<file path="config.mk">
export PLATFORM = sky130hd
export DESIGN_NAME = updown_game_ctrl
export DESIGN_NICKNAME = d
export VERILOG_FILES = /design/src/rtl/updown_pkg.sv /design/src/rtl/updown_edge_det.sv /design/src/rtl/updown_game_ctrl.sv
export SDC_FILE = /design/constraint.sdc
export NUM_CORES = 1
export LEC_CHECK = 0
export CAP_MARGIN = 20
export CORE_MARGIN = 3
export CORE_UTILIZATION = 38
export CTS_CLUSTER_SIZE = 28
export DETAILED_ROUTE_END_ITERATION = 6
export PLACE_DENSITY_LB_ADDON = 0.05
export RECOVER_POWER = 25
export REMOVE_ABC_BUFFERS = 1
export SKIP_CTS_REPAIR_TIMING = 1
export SLEW_MARGIN = 15
export SYNTH_ARGS = -nofsm -noshare
export SYNTH_HDL_FRONTEND = slang
export SYNTH_SLANG_ARGS = --single-unit
</file>
<file path="constraint.sdc">
create_clock -name clk -period 2.4 [get_ports clk]
set_input_delay 0.48 -clock clk [delete_from_list [all_inputs] [get_ports clk]]
set_output_delay 0.48 -clock clk [all_outputs]
set_load 0.02 [all_outputs]
</file>
<file path="src/rtl/updown_pkg.sv">
`default_nettype none
// ============================================================================
// Module      : updown_pkg
// Description : Shared definitions for the up/down guessing-game controller:
//               hint encodings, FSM state encoding, default sizing and a
//               saturating attempt-counter helper.
// Revision    : 1.0 - initial release
// ============================================================================
package updown_pkg;

    localparam int c_DEFAULT_MAX_TRIES = 10;
    localparam int c_DEFAULT_NUM_W     = 7;
    localparam int c_ATTEMPTS_W        = 4;

    typedef enum logic [1:0] {
        HINT_NONE    = 2'b00,
        HINT_UP      = 2'b01,   // secret > guess
        HINT_DOWN    = 2'b10,   // secret < guess
        HINT_CORRECT = 2'b11
    } hint_t;

    typedef enum logic [2:0] {
        ST_IDLE       = 3'd0,
        ST_LOAD       = 3'd1,
        ST_CAPTURE    = 3'd2,
        ST_WAIT_GUESS = 3'd3,
        ST_EVAL       = 3'd4,
        ST_WIN        = 3'd5,
        ST_LOSE       = 3'd6
    } state_t;

    // Attempt counter stops at all-ones instead of wrapping.
    function automatic logic [c_ATTEMPTS_W-1:0] sat_inc(input logic [c_ATTEMPTS_W-1:0] v);
        return (v == {c_ATTEMPTS_W{1'b1}}) ? v : v + 1'b1;
    endfunction

endpackage
`default_nettype wire

</file>
<file path="src/rtl/updown_edge_det.sv">
`default_nettype none
// ============================================================================
// Module      : updown_edge_det
// Description : Rising-edge detector for the guess strobe. The history
//               register updates every cycle regardless of game state, so a
//               strobe already high when the game starts listening never
//               looks like a new edge.
// Ports       : clk       - clock
//               rst       - asynchronous active-high reset (clears history)
//               i_trigger - raw strobe
//               o_rise    - high in the cycle where i_trigger=1 and was 0
// Revision    : 1.0 - initial release
// ============================================================================
module updown_edge_det (
    input  logic clk,
    input  logic rst,
    input  logic i_trigger,
    output logic o_rise
);

    logic r_prev;

    always_ff @(posedge clk or posedge rst) begin
        if (rst) begin
            r_prev <= 1'b0;
        end else begin
            r_prev <= i_trigger;
        end
    end

    assign o_rise = i_trigger & ~r_prev;

endmodule
`default_nettype wire

</file>
<file path="src/rtl/updown_game_ctrl.sv">
`default_nettype none
// ============================================================================
// Module      : updown_game_ctrl
// Description : Controller for a number-guessing game. Requests a secret from
//               a random source, evaluates player guesses and reports
//               UP/DOWN/CORRECT hints, counts attempts and declares win/lose.
// Config      : UPDOWN_RANGE_TRACK_EN - when defined, tracks the legal guess
//               window [range_lo, range_hi] from previous hints and rejects
//               guesses outside it (invalid pulse, no attempt consumed).
// Ports       : clk, reset (async, active-high)
//               start         - level, begins/restarts a round
//               guess_trigger - guess strobe (rising edge used)
//               user_input    - player guess
//               secret_in     - random source value, sampled in CAPTURE
//               secret_req    - one-cycle request to the random source
//               hint/hint_valid/invalid/attempts - per-guess results
//               win/lose      - round result, held until next start
//               busy          - round in progress
//               range_lo/range_hi - current legal guess bounds
// Revision    : 1.0 - initial release
// ============================================================================
module updown_game_ctrl
    import updown_pkg::*;
#(
    parameter int MAX_TRIES = c_DEFAULT_MAX_TRIES,
    parameter int NUM_W     = c_DEFAULT_NUM_W
) (
    input  logic                    clk,
    input  logic                    reset,
    input  logic                    start,
    input  logic                    guess_trigger,
    input  logic [NUM_W-1:0]        user_input,
    input  logic [NUM_W-1:0]        secret_in,
    output logic                    secret_req,
    output logic [1:0]              hint,
    output logic                    hint_valid,
    output logic                    invalid,
    output logic [c_ATTEMPTS_W-1:0] attempts,
    output logic                    win,
    output logic                    lose,
    output logic                    busy,
    output logic [NUM_W-1:0]        range_lo,
    output logic [NUM_W-1:0]        range_hi
);

    localparam logic [c_ATTEMPTS_W-1:0] c_MAX_TRIES = c_ATTEMPTS_W'(MAX_TRIES);

    state_t                    r_state;
    state_t                    w_next_state;
    logic [NUM_W-1:0]          r_secret;
    logic [NUM_W-1:0]          r_guess;
    hint_t                     r_hint;
    logic                      r_hint_valid;
    logic [c_ATTEMPTS_W-1:0]   r_attempts;
    logic                      r_win;
    logic                      r_lose;
    logic                      w_guess_rise;
    logic                      w_restart;
    logic                      w_out_of_range;
    logic [c_ATTEMPTS_W-1:0]   w_attempts_inc;

    updown_edge_det u_edge_det (
        .clk       (clk),
        .rst       (reset),
        .i_trigger (guess_trigger),
        .o_rise    (w_guess_rise)
    );

    // Start has priority over everything, including a same-cycle guess edge.
    // LOAD is excluded so the single-cycle secret request always completes.
    assign w_restart      = start && (r_state != ST_LOAD);
    assign w_attempts_inc = sat_inc(r_attempts);

    // ------------------------------------------------------------------
    // FSM state register
    // ------------------------------------------------------------------
    always_ff @(posedge clk or posedge reset) begin
        if (reset) begin
            r_state <= ST_IDLE;
        end else begin
            r_state <= w_next_state;
        end
    end

    // ------------------------------------------------------------------
    // FSM next-state logic
    // ------------------------------------------------------------------
    always_comb begin
        w_next_state = r_state;
        if (w_restart) begin
            w_next_state = ST_LOAD;
        end else begin
            case (r_state)
                ST_LOAD:       w_next_state = ST_CAPTURE;
                ST_CAPTURE:    w_next_state = ST_WAIT_GUESS;
                ST_WAIT_GUESS: if (w_guess_rise) w_next_state = ST_EVAL;
                ST_EVAL: begin
                    if (w_out_of_range) begin
                        w_next_state = ST_WAIT_GUESS;
                    end else if (r_guess == r_secret) begin
                        w_next_state = ST_WIN;
                    end else if (w_attempts_inc >= c_MAX_TRIES) begin
                        w_next_state = ST_LOSE;
                    end else begin
                        w_next_state = ST_WAIT_GUESS;
                    end
                end
                ST_IDLE, ST_WIN, ST_LOSE: w_next_state = r_state;
                default:       w_next_state = ST_IDLE;
            endcase
        end
    end

    // ------------------------------------------------------------------
    // Datapath: secret/guess capture and per-guess results
    // ------------------------------------------------------------------
    always_ff @(posedge clk or posedge reset) begin
        if (reset) begin
            r_secret     <= '0;
            r_guess      <= '0;
            r_hint       <= HINT_NONE;
            r_hint_valid <= 1'b0;
            r_attempts   <= '0;
            r_win        <= 1'b0;
            r_lose       <= 1'b0;
        end else begin
            r_hint_valid <= 1'b0;
            if (w_restart) begin
                r_hint     <= HINT_NONE;
                r_attempts <= '0;
                r_win      <= 1'b0;
                r_lose     <= 1'b0;
            end else begin
                case (r_state)
                    ST_CAPTURE: r_secret <= secret_in;
                    ST_WAIT_GUESS: begin
                        if (w_guess_rise) r_guess <= user_input;
                    end
                    ST_EVAL: begin
                        r_hint_valid <= 1'b1;
                        if (w_out_of_range) begin
                            // Rejected guess does not consume an attempt.
                            r_hint <= HINT_NONE;
                        end else begin
                            r_attempts <= w_attempts_inc;
                            if (r_guess == r_secret) begin
                                r_hint <= HINT_CORRECT;
                                r_win  <= 1'b1;
                            end else begin
                                r_hint <= (r_secret > r_guess) ? HINT_UP : HINT_DOWN;
                                if (w_attempts_inc >= c_MAX_TRIES) r_lose <= 1'b1;
                            end
                        end
                    end
                    default: ;
                endcase
            end
        end
    end

`ifdef UPDOWN_RANGE_TRACK_EN
    // ------------------------------------------------------------------
    // Legal-window tracking. UP/DOWN hints only occur when the guess is
    // strictly below/above the secret, so guess+1 / guess-1 cannot wrap.
    // ------------------------------------------------------------------
    logic [NUM_W-1:0] r_range_lo;
    logic [NUM_W-1:0] r_range_hi;
    logic             r_invalid;

    assign w_out_of_range = (r_guess < r_range_lo) || (r_guess > r_range_hi);

    always_ff @(posedge clk or posedge reset) begin
        if (reset) begin
            r_range_lo <= '0;
            r_range_hi <= '1;
            r_invalid  <= 1'b0;
        end else begin
            r_invalid <= 1'b0;
            if (w_restart) begin
                r_range_lo <= '0;
                r_range_hi <= '1;
            end else if (r_state == ST_EVAL) begin
                if (w_out_of_range) begin
                    r_invalid <= 1'b1;
                end else if (r_secret > r_guess) begin
                    r_range_lo <= r_guess + 1'b1;
                end else if (r_secret < r_guess) begin
                    r_range_hi <= r_guess - 1'b1;
                end
            end
        end
    end

    assign range_lo = r_range_lo;
    assign range_hi = r_range_hi;
    assign invalid  = r_invalid;
`else
    assign w_out_of_range = 1'b0;
    assign range_lo       = '0;
    assign range_hi       = '1;
    assign invalid        = 1'b0;
`endif

    assign secret_req = (r_state == ST_LOAD);
    assign busy       = !((r_state == ST_IDLE) || (r_state == ST_WIN) || (r_state == ST_LOSE));
    assign hint       = r_hint;
    assign hint_valid = r_hint_valid;
    assign attempts   = r_attempts;
    assign win        = r_win;
    assign lose       = r_lose;

endmodule
`default_nettype wire

</file>
======== Word level (Yosys, flattened, before mapping) ========
Index checks and enable logic that the tools add are counted.
storage, ports and cells
  flip-flop bits (word level) ............. 27
  latch bits .............................. 0
  RAM bits ................................ 0
  bits in read-only memories .............. 0
  bits of input ports ..................... 18
  output and inout port bits .............. 26
  logic and storage cells ................. 62
  memories kept ........................... 0
cells by class
  add/subtract/negate cells ............... 1
  multipliers ............................. 0
  div/mod/pow operators ................... 0
  $lt $le $gt $ge ......................... 2
  equal/unequal tests ..................... 12
  shift-type cells ........................ 0
  muxes and demuxes ....................... 21
  bitwise gates (word level) .............. 3
  reduce and logical (&&, ||, !) cells .... 14
operators by type and width
  cell                                                 number
  case mux 3 bit (5 select lines)                      1
  two-way mux 3 bit                                    4
  two-way mux 4 bit                                    3
  equality test 3 bit, second input constant           3
  two-way mux 1 bit                                    9
  two-way mux 2 bit                                    4
  equality test 7 bit                                  1
  > comparator 7 bit                                   1
  equality test 3 x 2 -> 1 bit, second input constant  2
  AND reduction 2 bit                                  3
  AND reduction 3 bit                                  2
  nonzero test 2 bit                                   3
  adder 4 x 1 -> 4 bit, second input constant          1
  equality test 4 bit, second input constant           1
  >= comparator 4 bit, second input constant           1
  != test 2 bit, second input constant                 2
  equality test 3 x 1 -> 1 bit, second input constant  1
  zero test 3 bit                                      1
  != test 3 x 1 -> 1 bit, second input constant        1
  != test 3 x 2 -> 1 bit, second input constant        1
  OR reduction 3 bit                                   1
  logical OR 1 bit                                     2
  inverter 1 bit                                       2
  bitwise AND 1 bit                                    1
  other kinds (2)                                      2

======== Logic depth before layout (Yosys ltp) ========
Gate-level depths: netlist (run 1).
  depth after elaboration ................. 7
  gate-level depth with buffers ........... 6
  depth with buffers taken out ............ 6

======== Modules after synthesis ========
A second synthesis (run 1) with hierarchy kept.
unflattened totals
  cells, all modules ...................... 159
  area total of the unflattened synthesis .. 1582.8 um2
by module, submodules not included
  module            times used  cells an instance  area an instance (um2)
  updown_game_ctrl  1           156                1540.2
  updown_edge_det   1           3                  42.5

======== Least setup slack after synthesis (run 1) ========
No wires, ideal clock.
  path kind ............................... reg-to-reg
  start point ............................. register r_attempts[1], in the netlist attempts[1]
  end point ............................... register r_state[2]
  library setup time ...................... 0.124 ns
  arrival time ............................ 1.669 ns
  required time ........................... 2.276 ns
  setup slack ............................. 0.607 ns
  cell stages (with the launch flop) ...... 7
  period minus slack after synthesis ...... 1.793 ns
  cells stage by stage .................... dfrtp_1 > inv_1 > ha_1 > or3b_1 > a21oi_1 > nor2_1 > a211o_1
between the ends
  cells in the longest elaborated chain, start to end .. 7
ends and longest elaborated chain
  item                                                                RTL line                 RTL
  from (decl)                                                         updown_game_ctrl.sv:54   logic [c_ATTEMPTS_W-1:0] r_attempts;
  from (signal assigned)                                              updown_game_ctrl.sv:145  r_attempts <= w_attempts_inc;
  adder 4 x 1 -> 4 bit / equality test 4 bit (equally long branches)  updown_pkg.sv:34         return (v == {c_ATTEMPTS_W{1'b1}}) ? v : v + 1'b1;
  two-way mux 4 bit *                                                 updown_pkg.sv:34
  >= comparator 4 bit *                                               updown_game_ctrl.sv:102  end else if (w_attempts_inc >= c_MAX_TRIES) begin
  two-way mux 3 bit *                                                 updown_game_ctrl.sv:102
  two-way mux 3 bit *                                                 updown_game_ctrl.sv:100  end else if (r_guess == r_secret) begin
  case mux 3 bit (5 select lines) *                                   updown_game_ctrl.sv:93   case (r_state)
  two-way mux 3 bit *                                                 updown_game_ctrl.sv:90   if (w_restart) begin
  to (signal assigned)                                                updown_game_ctrl.sv:81   r_state <= w_next_state;
  to (decl)                                                           updown_game_ctrl.sv:48   state_t r_state;
Every way passes the cells marked *; elsewhere a longest branch is shown, timed or not.
A chain may end at the register's enable or synchronous reset.

======== Worst setup path after layout (run 1) ========
  start point ............................. register r_state[1]
  end point ............................... output port busy
between the ends
  cells in the longest elaborated chain, start to end .. 4
ends and longest elaborated chain
  item                                                           RTL line                 RTL
  equality test 3 bit / zero test 3 bit (equally long branches)  updown_game_ctrl.sv:205  assign busy = !((r_state == ST_IDLE) || (r_state == ST_WIN) || (r_state == ST_LOSE));
  logical OR 1 bit                                               updown_game_ctrl.sv:205
  logical OR 1 bit *                                             updown_game_ctrl.sv:205
  zero test 1 bit *                                              updown_game_ctrl.sv:205
  to (decl)                                                      updown_game_ctrl.sv:41   output logic busy,
Marked as above.

==> results.toml, run 1 <==
[yosys]
yosysTopAreaCell = "dfrtp_1"
synthAdderAreaFrac_pct = 6.98
synth.most_common_cell = "dfrtp_1"
synth.ff_latch_count = 27
ys_top_cells_by_count = "dfrtp_1, buf_4, inv_1"
synthCells = 150
synth_area_um2 = 1610
synth-xor-area-share_pct = 0.543
yosys_warnings = 0
seq_area_frac_synth_pct = 41.9
synth_top_area_share_pct = 41.9
synth_compound_area_share_pct = 14.4
synth-edff-count = 0
yosys.area_share.simple_pct = 12.6
async_reset_ff_share_pct = 100
synth_mux_area_share_pct = 10.7
syn_area_per_cell_um2 = 10.8
synth_top_family_by_area = "compound AO/OA/AOI/OAI gates"
synth_cell_types = 41
synth_area_leaders = "dfrtp_1, buf_4, ha_1"
ys.flop_type = "dfrtp_1"

[sta]
fin_worst_skew_ps = 4.74
tightest_slew_ps = 1530
slew_violations = 28
tns_ps = 0
setup_viol = 0
slew_headroom_pct = -2.09
fmax_mhz = 439
rsz0062_at_grt = "no"
period_share_pct = 94.8
setup_slack_ps = 124
finalCriticalPeriod_ps = 2280
finalHoldViolCount = 0

[grt]
grt_pass1_wl_mm = 5.24
grt_max_degree = 28
antenna_found_initial = 0
grtUsageTotal_pct = 12.9
grt_pass1_vias = 1124
grt_use_met2_pct = 21.6
grt_util_met1_pct = 17.0
gr-total-overflow = 0
top_usage_layer = "met2"
grtUsageMet3_pct = 3.13

[placement]
place_congestion = 0.828
hpwlAfterDp_mm = 2.44
port_buffers = 28
post-place-ws_ps = 306
dpl_cell_area_um2 = 1910

[finish]
design_area_um2 = 1960
drive_above_1_share_pct = 16.9
fin_nets = 211
area_growth_pct = 21.4
n_antenna_cell = 0

[cts]
cts_root_buffer = "clkbuf_8"
clockBufferDepth = 2
numCtsBuffers = 3
cts_tree = "done"
clock-sinks = 27
cts_htree_levels = 1
path_clk_slew_ps = 100
clk_latency_ps = 270

[detailed_routing]
vias = 1152
antenna_left = 0
wl_mm = 3.26
dr.pass1.iters = 4
drt-vias-per-instance = 4.94
drc = 0
drt_iter0_drc = 42
routedWlPerCell_um = 14.0

[worst_setup_path]
critPathMaxStageDelay_ps = 650
start_kind = "flip-flop"
path_class = "reg2out"
arrival_ps = 1800
path_cells = "xor2_1 > nand2_1 > a21boi_0 > clkdlybuf4s50_1"
cp.required_ps = 1920
worst-path-max-fanout = 2
cp-end-kind = "output port"
slowest_stage = "clkdlybuf4s50_1"

[outcome]
violations = "max-capacitance violations, max-slew violations"
outcome = "finished with violations"

[pwr]
p_per_area_nw_per_um2 = 924
p_leak_nw = 0.897
vdd.ir_drop.worst_uv = 660

[floorplan]
num_rows = 23
core-area_um2 = 4060
initial_core_util_pct = 39.8
io_pins = 44
die_h_um = 71.2
dieWidth_um = 71.2
die_area_um2 = 5070

[job]
maxCapViolCount = 1

[hold_path]
hp-class = "reg2reg"
==> report_power, final <==
part	total (mW)	leakage (nW)	internal [mW]	switching, mW
registers	0.687	0.344	0.599	0.0877
clock network	0.268	0.0217	0.118	0.150
logic	0.855	0.531	0.446	0.409
total	1.81	0.897	1.16	0.647
==> cells in the final DEF, fill, tap and decap left out, types with 3 or more instances in the layout <==
cell type        Yosys  routed
o21ai_0              9       9
conb_1               2      15
mux2_4               7       7
a21oi_1             10      10
dfrtp_1             27      26
mux2_2               6       6
nand2_1              9       9
buf_4               17       8
clkbuf_8             0       3
nor2_1               4       4
clkdlybuf4s50_1      0      27
ha_1                 9       9
inv_1               11      11
a41oi_1              3       3
==> final cells by class <==
class / instances / area [um^2]
well taps: 50 / 62.6
repair buffers: 37 / 344
multi-input cells: 104 / 786
clock buffers: 3 / 41.3
fillers: 381 / 2100
flip-flops and latches: 27 / 677
inverters: 11 / 41.3
clock inverters: 1 / 7.51
==> cell families (layout without fill, tap and decap cells) <==
logic type,after synthesis,after routing
simple gates,31,31
buf+inv,32,52
other cells,2,15
mux,13,13
compound gates,35,35
fa+ha+maj,9,9
xor+xnor,1,1
flops,27,27
==> sequential cells by signal (all words and copies together) (netlist names) <==
register / cells
r_secret: 7
lose: 1
r_state: 3
u_edge_det.r_prev: 1
r_guess: 7
hint_valid: 1
hint: 2
attempts: 4
win: 1
==> worst paths after layout <==
check | slack (ps) | from | end | depth (start not counted)
max in group asynchronous | 380 | reset | r_state[2]$_DFFE_PP0P_ | 3
worst min register to register | 500 | win$_DFFE_PP0P_ | win$_DFFE_PP0P_ | 1
worst max-delay path | 120 | r_state[1]$_DFFE_PP0P_ | busy | 4
min in group asynchronous | 1020 | reset | r_guess[6]$_DFFE_PP0P_ | 3
worst min-delay path | 500 | win$_DFFE_PP0P_ | win$_DFFE_PP0P_ | 1
worst max register to register | 480 | r_guess[6]$_DFFE_PP0P_ | win$_DFFE_PP0P_ | 7
==> layer usage <==
metal / vias to the layer above / routed length [um]
met1: 548 / 1440
li1: 568 / -
met4: 0 / 29
met3: 4 / 162
met5: - / 0
met2: 32 / 1630
==> through the flow <==
step | std cells | power [mW] | util [%] | hold WS, ps
finish | 233 | 1.81 | 48.3 | 502
global route | 233 | 1.97 | 48.3 | 538
CTS | 233 | 1.84 | 48.4 | 511
detailed placement | 229 | 1.55 | 47.1 | 488
global placement | 229 | 1.54 | 47.1 | 497
floorplan | 142 | 1.30 | - | 481
==> worst max-delay path: cells and delay by family, from the launching register on <==
kind,cells,cell delay (ps)
AO/OA/AOI/OAI,1,230
XOR/XNOR,1,150
buffers and inverters,1,650
flip-flops,1,410
AND/OR/NAND/NOR,1,90
Power figures use the tool's default switching activity.
==> run 2: changes to the inputs <==
Settings changed: CORE_MARGIN 3 to 4.
==> run 2 against run 1 <==
Net effect: the flow now finishes without violations; maximum frequency grew 7.0%; global-route usage rose by 1.0 points; register-to-register slack lost 40 ps; die area is 5.7% higher.
==> results.toml, run 2 (synthesis results as in run 1) <==
[outcome]
outcome = "completed"

[pwr]
vdd.ir_drop.worst_uv = 406
p_total_mw = 1.83
p_leak_nw = 0.896
p_per_area_nw_per_um2 = 937

[floorplan]
num_rows = 23
io_pins = 44
initial_core_util_pct = 39.8
die_h_um = 73.2
core-area_um2 = 4060
dieWidth_um = 73.2
die_area_um2 = 5350

[detailed_routing]
routedWlPerCell_um = 14.9
wl_mm = 3.45
drc = 0
antenna_left = 0
drt_iter0_drc = 39
drt-vias-per-instance = 5.00
dr.pass1.iters = 4
vias = 1154

[sta]
finalHoldViolCount = 0
period_share_pct = 88.7
setup_slack_ps = 272
tns_ps = 0
tightest_slew_ps = 534
finalCriticalPeriod_ps = 2130
slew_violations = 0
fin_worst_skew_ps = 8.80
slew_headroom_pct = 63.5
fmax_mhz = 470
rsz0062_at_grt = "no"
setup_viol = 0

[finish]
fillers = 362
fin_nets = 209
drive_above_1_share_pct = 16.6
area_growth_pct = 20.9
final-seq-area_um2 = 677
n_antenna_cell = 0
multi_input_area_um2 = 786
final_common_cell = "dfrtp_1"
layout_common_cells = "dfrtp_1, clkdlybuf4s50_1, conb_1"
instances_no_fill = 231

[cts]
cts_root_buffer = "clkbuf_8"
clock-sinks = 27
path_clk_slew_ps = 90
clockBufferDepth = 2
clk_latency_ps = 280
cts_tree = "done"
cts_htree_levels = 1
numCtsBuffers = 3

[placement]
place_congestion = 0.759
dp_cells = 227
post-place-ws_ps = 256
port_buffers = 28
hpwlAfterDp_mm = 2.57

[hold_path]
hold_path.startpoint = "lose$_DFFE_PP0P_"
hold_path_depth = 1
hp-class = "reg2reg"
worstHoldEndpoint = "lose$_DFFE_PP0P_"

[worst_setup_path]
arrival_ps = 1650
worst-path-max-fanout = 8
crit_start = "r_state[2]$_DFFE_PP0P_"
rrSetupSlack_ps = 440
cp-end-kind = "output port"
start_kind = "flip-flop"
cp.required_ps = 1920
r2r-end = "hint[0]$_DFFE_PP0P_"
timing.rr.start = "r_secret[6]$_DFFE_PP0P_"
reg2reg_depth = 5
path_class = "reg2out"

[grt]
gr-total-overflow = 0
grtUsageTotal_pct = 13.9
antenna_found_initial = 0
grt_util_met1_pct = 17.1
grt_pass1_vias = 1187
grt_pass1_wl_mm = 5.71
grtUsageMet3_pct = 3.99
top_usage_layer = "met2"
grt_use_met2_pct = 23.8
grt_max_degree = 28

[job]
maxCapViolCount = 0
==> run 2: worst max-delay path by stage <==
stage,end,depth (start not counted)
2_1_floorplan,r_state[2]$_DFFE_PP0P_,6
3_3_place_gp,r_guess[5]$_DFFE_PP0P_,5
3_5_place_dp,r_guess[1]$_DFFE_PP0P_,5
4_1_cts,busy,3
5_1_grt,secret_req,4
6_report,secret_req,4
==> run 2: worst max-delay path: stages, from the launching register on <==
cell,delay [ps]
dfrtp_2,500
inv_1,120
nand2_1,70
nor2_1,80
clkdlybuf4s50_1,600
==> run 2: metal layers <==
metal,up-vias,wire length (um)
met2,35,1750
met4,0,23
met3,4,195
met1,552,1470
met5,-,0
li1,563,-
==> run 2: power by group <==
group          internal [mW]  total (mW)  switching (mW)
combinational          0.445       0.863           0.418
clock                  0.118       0.273           0.154
sequential             0.599       0.692          0.0926
==> run 2: final cells by class <==
type                            count  area share, %
Tap cell                           50           3.21
Timing Repair Buffer               35           17.2
Sequential cell                    27           34.7
Multi-Input combinational cell    104           40.3
Clock buffer                        3           2.12
Clock inverter                      1          0.385
Inverter                           11           2.12
==> run 2: through the flow <==
step           util (%)  area, um^2  hold slack [ps]
2_1_floorplan         -        1500              481
3_3_place_gp       46.8        1900              481
3_5_place_dp       46.8        1900              488
4_1_cts            48.0        1950              514
5_1_grt            48.1        1950              535
6_report           48.1        1950              506
